===== config.mk =====
export PLATFORM = sky130hd
export DESIGN_NAME = d_mem_arb_flat
export DESIGN_NICKNAME = d
export VERILOG_FILES = /design/src/rtl/d_mem_arb_if.sv /design/src/rtl/d_mem_arb.sv /design/src/flat_wrapper.sv
export SDC_FILE = /design/constraint.sdc
export NUM_CORES = 1
export LEC_CHECK = 0
export BUFFER_PORTS_ARGS = -buffer_cell sky130_fd_sc_hd__buf_2
export CAP_MARGIN = 25
export CORE_MARGIN = 2
export CORE_UTILIZATION = 45
export DETAILED_ROUTE_END_ITERATION = 16
export GPL_ROUTABILITY_DRIVEN = 0
export GPL_TIMING_DRIVEN = 1
export PLACE_DENSITY = 0.82
export SLEW_MARGIN = 20
export SYNTH_ARGS = -nofsm -noshare
export SYNTH_HDL_FRONTEND = slang
export SYNTH_SLANG_ARGS = --single-unit

===== constraint.sdc =====
create_clock -name clk -period 2.2 [get_ports clk]
set_clock_uncertainty 0.05 [all_clocks]
set_input_delay 0.44 -clock clk [delete_from_list [all_inputs] [get_ports clk]]
set_output_delay 0.44 -clock clk [all_outputs]
set_load 0.02 [all_outputs]

===== src/rtl/d_mem_arb_if.sv =====
// Request/response and data-memory signals of the two-requester data memory arbiter.
// master: requesters plus memory side; slave: the arbiter itself.
interface d_mem_arb_if #(
    parameter int unsigned BUS_WIDTH = 32
);
    logic                 req_0;
    logic                 req_1;
    logic [BUS_WIDTH-1:0] addr_0;
    logic [BUS_WIDTH-1:0] addr_1;
    logic [BUS_WIDTH-1:0] wr_data_0;
    logic [BUS_WIDTH-1:0] wr_data_1;
    logic                 wr_en_0;
    logic                 wr_en_1;
    logic [1:0]           size_0;
    logic [1:0]           size_1;
    logic                 sz_ex_0;
    logic                 sz_ex_1;
    logic                 gnt_0;
    logic                 gnt_1;
    logic                 done_0;
    logic                 done_1;
    logic [BUS_WIDTH-1:0] rd_data_0;
    logic [BUS_WIDTH-1:0] rd_data_1;
    logic [BUS_WIDTH-1:0] d_mem_address;
    logic [BUS_WIDTH-1:0] d_mem_wr_data;
    logic                 d_mem_wr_en;
    logic [1:0]           d_mem_size;
    logic                 d_mem_sz_ex;
    logic [BUS_WIDTH-1:0] d_mem_rd_data;

    modport master (
        output req_0, req_1, addr_0, addr_1, wr_data_0, wr_data_1,
        output wr_en_0, wr_en_1, size_0, size_1, sz_ex_0, sz_ex_1,
        input  gnt_0, gnt_1, done_0, done_1, rd_data_0, rd_data_1,
        input  d_mem_address, d_mem_wr_data, d_mem_wr_en, d_mem_size, d_mem_sz_ex,
        output d_mem_rd_data
    );

    modport slave (
        input  req_0, req_1, addr_0, addr_1, wr_data_0, wr_data_1,
        input  wr_en_0, wr_en_1, size_0, size_1, sz_ex_0, sz_ex_1,
        output gnt_0, gnt_1, done_0, done_1, rd_data_0, rd_data_1,
        output d_mem_address, d_mem_wr_data, d_mem_wr_en, d_mem_size, d_mem_sz_ex,
        input  d_mem_rd_data
    );
endinterface


===== src/rtl/d_mem_arb.sv =====
// Two-requester data memory arbiter: grant in IDLE, one memory access in ACCESS, done next cycle.
// Define ARB_ROUND_ROBIN_EN for alternating grants on conflict; default is fixed priority to 0.
module d_mem_arb #(
    parameter int unsigned BUS_WIDTH          = 32,
    parameter int unsigned MEM_MAP_IO_ADDRESS = 64
) (
    input  logic        clk,
    input  logic        rst,
    d_mem_arb_if.slave  bus
);

    // IO decode happens downstream; the address is passed through untouched.
    localparam int unsigned unused_io_address = MEM_MAP_IO_ADDRESS;

    typedef enum logic [0:0] {StIdle, StAccess} state_e;

    state_e               state_q, state_d;
    logic                 last_q;
    logic                 idx_q;
    logic [BUS_WIDTH-1:0] addr_q;
    logic [BUS_WIDTH-1:0] wr_data_q;
    logic                 wr_en_q;
    logic [1:0]           size_q;
    logic                 sz_ex_q;
    logic [1:0]           done_q;
    logic [BUS_WIDTH-1:0] rd_data_0_q;
    logic [BUS_WIDTH-1:0] rd_data_1_q;

    logic any_req;
    logic sel;
    logic grant;

    assign any_req = bus.req_0 | bus.req_1;

`ifdef ARB_ROUND_ROBIN_EN
    // On conflict serve whoever was not granted last; otherwise the sole requester.
    assign sel = (bus.req_0 & bus.req_1) ? ~last_q : bus.req_1;
`else
    logic unused_last;
    assign unused_last = last_q;
    assign sel = ~bus.req_0;
`endif

    always_comb begin
        state_d           = state_q;
        grant             = 1'b0;
        bus.gnt_0         = 1'b0;
        bus.gnt_1         = 1'b0;
        bus.d_mem_address = '0;
        bus.d_mem_wr_data = '0;
        bus.d_mem_wr_en   = 1'b0;
        bus.d_mem_size    = 2'b00;
        bus.d_mem_sz_ex   = 1'b0;
        unique case (state_q)
            StIdle: begin
                if (any_req && !rst) begin
                    grant     = 1'b1;
                    bus.gnt_0 = ~sel;
                    bus.gnt_1 = sel;
                    state_d   = StAccess;
                end
            end
            StAccess: begin
                bus.d_mem_address = addr_q;
                bus.d_mem_wr_data = wr_data_q;
                // Reset during ACCESS drops an in-flight store.
                bus.d_mem_wr_en   = wr_en_q & ~rst;
                bus.d_mem_size    = size_q;
                bus.d_mem_sz_ex   = sz_ex_q;
                state_d           = StIdle;
            end
            default: state_d = StIdle;
        endcase
    end

    always_ff @(posedge clk) begin
        if (rst) begin
            state_q     <= StIdle;
            last_q      <= 1'b1;
            idx_q       <= 1'b0;
            addr_q      <= '0;
            wr_data_q   <= '0;
            wr_en_q     <= 1'b0;
            size_q      <= 2'b00;
            sz_ex_q     <= 1'b0;
            done_q      <= 2'b00;
            rd_data_0_q <= '0;
            rd_data_1_q <= '0;
        end else begin
            state_q <= state_d;
            done_q  <= 2'b00;
            if (grant) begin
                idx_q     <= sel;
                last_q    <= sel;
                addr_q    <= sel ? bus.addr_1    : bus.addr_0;
                wr_data_q <= sel ? bus.wr_data_1 : bus.wr_data_0;
                wr_en_q   <= sel ? bus.wr_en_1   : bus.wr_en_0;
                size_q    <= sel ? bus.size_1    : bus.size_0;
                sz_ex_q   <= sel ? bus.sz_ex_1   : bus.sz_ex_0;
            end
            if (state_q == StAccess) begin
                done_q[idx_q] <= 1'b1;
                if (!wr_en_q) begin
                    if (idx_q) rd_data_1_q <= bus.d_mem_rd_data;
                    else       rd_data_0_q <= bus.d_mem_rd_data;
                end
            end
        end
    end

    assign bus.done_0    = done_q[0];
    assign bus.done_1    = done_q[1];
    assign bus.rd_data_0 = rd_data_0_q;
    assign bus.rd_data_1 = rd_data_1_q;

endmodule


===== src/flat_wrapper.sv =====
// flat-port wrapper written by rule: the top's interface ports become plain ports
module d_mem_arb_flat 
#(
    parameter int unsigned BUS_WIDTH          = 32,
    parameter int unsigned MEM_MAP_IO_ADDRESS = 64
)
  (clk, rst, bus_req_0, bus_req_1, bus_addr_0, bus_addr_1, bus_wr_data_0, bus_wr_data_1, bus_wr_en_0, bus_wr_en_1, bus_size_0, bus_size_1, bus_sz_ex_0, bus_sz_ex_1, bus_gnt_0, bus_gnt_1, bus_done_0, bus_done_1, bus_rd_data_0, bus_rd_data_1, bus_d_mem_address, bus_d_mem_wr_data, bus_d_mem_wr_en, bus_d_mem_size, bus_d_mem_sz_ex, bus_d_mem_rd_data);
  d_mem_arb_if #(.BUS_WIDTH(BUS_WIDTH)) bus_i ();
  input  logic clk;
  input  logic rst;
  input wire logic [$bits(bus_i.req_0)-1:0] bus_req_0;
  input wire logic [$bits(bus_i.req_1)-1:0] bus_req_1;
  input wire logic [$bits(bus_i.addr_0)-1:0] bus_addr_0;
  input wire logic [$bits(bus_i.addr_1)-1:0] bus_addr_1;
  input wire logic [$bits(bus_i.wr_data_0)-1:0] bus_wr_data_0;
  input wire logic [$bits(bus_i.wr_data_1)-1:0] bus_wr_data_1;
  input wire logic [$bits(bus_i.wr_en_0)-1:0] bus_wr_en_0;
  input wire logic [$bits(bus_i.wr_en_1)-1:0] bus_wr_en_1;
  input wire logic [$bits(bus_i.size_0)-1:0] bus_size_0;
  input wire logic [$bits(bus_i.size_1)-1:0] bus_size_1;
  input wire logic [$bits(bus_i.sz_ex_0)-1:0] bus_sz_ex_0;
  input wire logic [$bits(bus_i.sz_ex_1)-1:0] bus_sz_ex_1;
  output wire logic [$bits(bus_i.gnt_0)-1:0] bus_gnt_0;
  output wire logic [$bits(bus_i.gnt_1)-1:0] bus_gnt_1;
  output wire logic [$bits(bus_i.done_0)-1:0] bus_done_0;
  output wire logic [$bits(bus_i.done_1)-1:0] bus_done_1;
  output wire logic [$bits(bus_i.rd_data_0)-1:0] bus_rd_data_0;
  output wire logic [$bits(bus_i.rd_data_1)-1:0] bus_rd_data_1;
  output wire logic [$bits(bus_i.d_mem_address)-1:0] bus_d_mem_address;
  output wire logic [$bits(bus_i.d_mem_wr_data)-1:0] bus_d_mem_wr_data;
  output wire logic [$bits(bus_i.d_mem_wr_en)-1:0] bus_d_mem_wr_en;
  output wire logic [$bits(bus_i.d_mem_size)-1:0] bus_d_mem_size;
  output wire logic [$bits(bus_i.d_mem_sz_ex)-1:0] bus_d_mem_sz_ex;
  input wire logic [$bits(bus_i.d_mem_rd_data)-1:0] bus_d_mem_rd_data;
  assign bus_i.req_0 = bus_req_0;
  assign bus_i.req_1 = bus_req_1;
  assign bus_i.addr_0 = bus_addr_0;
  assign bus_i.addr_1 = bus_addr_1;
  assign bus_i.wr_data_0 = bus_wr_data_0;
  assign bus_i.wr_data_1 = bus_wr_data_1;
  assign bus_i.wr_en_0 = bus_wr_en_0;
  assign bus_i.wr_en_1 = bus_wr_en_1;
  assign bus_i.size_0 = bus_size_0;
  assign bus_i.size_1 = bus_size_1;
  assign bus_i.sz_ex_0 = bus_sz_ex_0;
  assign bus_i.sz_ex_1 = bus_sz_ex_1;
  assign bus_gnt_0 = bus_i.gnt_0;
  assign bus_gnt_1 = bus_i.gnt_1;
  assign bus_done_0 = bus_i.done_0;
  assign bus_done_1 = bus_i.done_1;
  assign bus_rd_data_0 = bus_i.rd_data_0;
  assign bus_rd_data_1 = bus_i.rd_data_1;
  assign bus_d_mem_address = bus_i.d_mem_address;
  assign bus_d_mem_wr_data = bus_i.d_mem_wr_data;
  assign bus_d_mem_wr_en = bus_i.d_mem_wr_en;
  assign bus_d_mem_size = bus_i.d_mem_size;
  assign bus_d_mem_sz_ex = bus_i.d_mem_sz_ex;
  assign bus_i.d_mem_rd_data = bus_d_mem_rd_data;
  d_mem_arb #(.BUS_WIDTH(BUS_WIDTH), .MEM_MAP_IO_ADDRESS(MEM_MAP_IO_ADDRESS)) u_core (.clk(clk), .rst(rst), .bus(bus_i));
endmodule

Word-level counts from Yosys, hierarchy flattened
Cells that the tools add are included.
Widths: inputs -> output; s select.
- register bits: 136
- bits of input ports: 172
- word-level logic and storage cells: 44
- magnitude comparators: 2
- muxes and demuxes: 19
- bitwise gates (word level): 7
- reductions and logical operators: 6
- operator list (cell ; number):
    $mux 32 ; 4
    $mux 1 ; 11
    $reduce_and 3->1 ; 2
    $not 1->1 ; 5
    $mux 2 ; 2
    $logic_and 1x1->1 ; 2
    $lt 1x2->1 const B ; 1
    $pmux 1 s2 ; 1
    $reduce_or 2->1 ; 1
    $and 1x1->1 ; 1
    $demux 1 s1 ; 1
    $ge 1x1->1 const B ; 1
    $logic_not 1->1 ; 1
    $or 1x1->1 ; 1

Depth between registers and ports, before layout
- word-level depth: 4
- depth in mapped cells: 7
- mapped depth without buffers: 3

Least setup slack after synthesis
No wires, ideal clock.
- path kind: in2out
- from: input port rst
- to: output port bus_gnt_1
- data arrival time: 1.529 ns
- path slack: 0.181 ns
- stages: 5
- cells stage by stage: nor2_1 and2_4 buf_6 buf_6 nor2b_1
- word-level cells in the longest chain between the ends: 4
- RTL lines (item ; line ; source):
    start: declaration ; flat_wrapper.sv:10 ; input logic rst;
    $logic_not 1->1 ; d_mem_arb.sv:56 ; if (any_req && !rst) begin
    $logic_and 1x1->1 ; d_mem_arb.sv:56 ;
    $mux 1 ; d_mem_arb.sv:56 ;
    $mux 1 ; d_mem_arb.sv:54 ; unique case (state_q)
    end: declaration ; flat_wrapper.sv:24 ; output wire logic [$bits(bus_i.gnt_1)-1:0] bus_gnt_1;
Every way passes these cells.

Final worst setup path
- from: register u_core.state_q
- to: output port bus_gnt_1
- word-level cells in the longest chain between the ends: 1
- RTL lines (item ; line ; source):
    start: declaration ; d_mem_arb.sv:17 ; state_e state_q, state_d;
    start signal: assignment ; d_mem_arb.sv:78 ; state_q <= StIdle;
    start signal: assignment ; d_mem_arb.sv:90 ; state_q <= state_d;
    $mux 1 ; d_mem_arb.sv:54 ;
Every way passes these cells.

==> results.toml <==
[sta]
setup_violations = 0
hold_viol = 0
maxSlewViolCount = 0
finalCritPeriodShare_pct = 91.43
slew_headroom_pct = 50.98
max_freq_mhz = 497.1
worstMarginPinSlew_ns = 0.7353
fin_setup_tns_ns = 0
rsz0062_at_grt = "false"
fin_crit_ns = 2.011
holdWs_ns = 0.2172

[cts]
clkTransAtPathRegs_ns = 0.06
clkSinkCount = 136
hold_buffers = 0
cts_tree = "built"
numCtsBuffers = 17
clock_latency_ns = 0.41
htree_levels = 4
cts_root_buf = "clkbuf_16"
post-cts-setup-buffers = 0
clockBufferDepth = 2

[setup_path]
end_kind = "output pin"
startpoint = "u_core.state_q"
path_max_fanout = 22
crit_arrival_ns = 1.52
r2r_start = "u_core.state_q"
cp.required_ns = 1.71
startpoint_type = "flop"
setup.worst_path.class = "flop to output pin"

[placed_design]
place_hpwl_mm = 12.66
io_buffers = 307

[yosys]
synthMuxAreaShare_pct = 10.88
synth_compound_area_share_pct = 24.25
synth_nets = 853
ys_ff_latch = 136
yosysSeqAreaShare_pct = 43.54
synth-xor-area-share_pct = 0
ys_warn_count = 0
synth-simple-area-share_pct = 15.97
synth_area_um2 = 6253
syn_area_per_cell_um2 = 9.183
synth.distinct_cells = 19
synth_top_family_by_area = "compound AO/OA/AOI/OAI gates"
synth-adder-area-share_pct = 0
netlist_instances = 681

[detailed_routing]
avgRoutedWirePerCell_um = 15.80
final_antenna_net_count = 0
routed_wl_mm = 18.18
dr.pass1.iters = 5
drcViolationCount = 0
viasPerCell = 5.129
drt-initial-drc-count = 282
route.vias.total = 5903

[global_route]
grt_max_degree = 70
grt-ovfl-total = 0
grt_pass1_wl_mm = 27.71
grt_usage_pct = 23.74
antenna_found_initial = 1
grt_pass1_vias = 5600

[layout]
utilization_pct = 62.26
drive_gt1_share_pct = 44.33
syn_to_final_growth_pct = 36.59
nets = 1129
layout_commonest_cell = "buf_2"
fillCellCount = 1187
mostFrequentLayoutCells = "305 x buf_2, 135 x dfxtp_1, 133 x a21oi_1"

[pwr]
ir_worst_vdd_uv = 608.9
power.total_w = 0.006992
power_density_nw_per_um2 = 818.5
p_leak_nw = 3.980

[worst_hold_path]
hp-start = "bus_d_mem_rd_data[10]"
hold_path_class = "primary input to flop"

[floorplan]
initial_core_util_pct = 45.58
ios = 308
die_area_um2 = 14860
num_rows = 43
die_x_um = 121.9
core_um2 = 13720
fp.dieH_um = 121.9

[flow_run]
cap_violations = 0

[outcome]
status = "complete, no violations"
## stage by stage
step	worst slack, ns	cell area (um^2)	instances
after floorplan	0.1805	6254	681
after global placement	0.3395	7864	1118
after detailed placement	0.3032	7864	1118
after CTS	0.03955	8537	1150
after global routing	0.1032	8542	1151
final	0.1885	8542	1151
## power by group
| part | total (W) | switching, W | internal, W |
|---|---|---|---|
| combinational | 0.00108 | 0.000641 | 0.000441 |
| sequential | 0.00271 | 0.0000841 | 0.00262 |
| clock | 0.00320 | 0.00107 | 0.00213 |
| total | 0.00699 | 0.00180 | 0.00519 |
## layer usage
layer | vias to the layer above | wire length [um] | track usage, %
li1 | 2906 | - | -
met1 | 2755 | 7026 | 26.07
met2 | 217 | 9218 | 42.00
met3 | 25 | 1662 | 9.223
met4 | 0 | 276 | 7.615
met5 | - | 0 | 0
## kinds of logic after synthesis
group | Yosys count
AND/OR/NAND/NOR | 208
AO/OA/AOI/OAI | 201
flip-flops | 136
multiplexers | 68
buffers and inverters | 68
## cells in the mapped netlist (all sizes together)
| cell | number | area (um^2) |
|---|---|---|
| nor2b | 1 | 6.260 |
| a211oi | 68 | 850.8 |
| or3b | 1 | 8.760 |
| nor2 | 1 | 3.750 |
| nand2 | 128 | 480.5 |
| or2 | 1 | 6.260 |
| nand3b | 1 | 7.510 |
| buf | 19 | 151.4 |
| and2 | 69 | 434.2 |
| nor3b | 2 | 20.02 |
| clkbuf | 49 | 183.9 |
| and3b | 3 | 26.28 |
| a21oi | 133 | 665.6 |
| nor3 | 1 | 5.000 |
| dfxtp | 136 | 2723 |
| mux2i | 68 | 680.7 |
## worst max-delay path: stages (launching register included)
cell and delay [ns]:
dfxtp_4 0.42, nor2_4 0.17, and2_4 0.17, nor2b_1 0.16, buf_2 0.19
## repair_timing
action,4_1_cts,5_1_grt
gates resized for setup,0,1
endpoints found under the hold margin,0,0
endpoints found under the setup margin,0,11
## flip-flops by register name, indices dropped and copies added (netlist names)
| name | flops |
|---|---|
| u_core.done_q | 2 |
| u_core.size_q | 2 |
| u_core.bus.rd_data_1 | 32 |
| u_core.addr_q | 32 |
| u_core.wr_data_q | 32 |
| u_core.idx_q | 1 |
| u_core.sz_ex_q | 1 |
| u_core.wr_en_q | 1 |
| u_core.state_q | 1 |
| u_core.bus.rd_data_0 | 32 |
## layout make-up
class	count	area (um^2)	area share, %
clock buffers	21	480.5	5.625
repair buffers	325	1705	19.96
flip-flops and latches	136	2726	31.92
clock inverters	11	192.7	2.256
multi-input cells	477	3209	37.57
diodes	1	2.502	0.02930
well taps	180	225.2	2.637
## worst paths after layout
| path | endpoint | slack [ns] | cells past startpoint |
|---|---|---|---|
| max | bus_gnt_1 | 0.19 | 4 |
| min | u_core.bus.rd_data_1[10] | 0.22 | 3 |
| max reg2reg | u_core.addr_q[9] | 0.56 | 4 |
| min reg2reg | u_core.bus.rd_data_1[14] | 0.40 | 2 |
(Power assumes the default switching activity.)
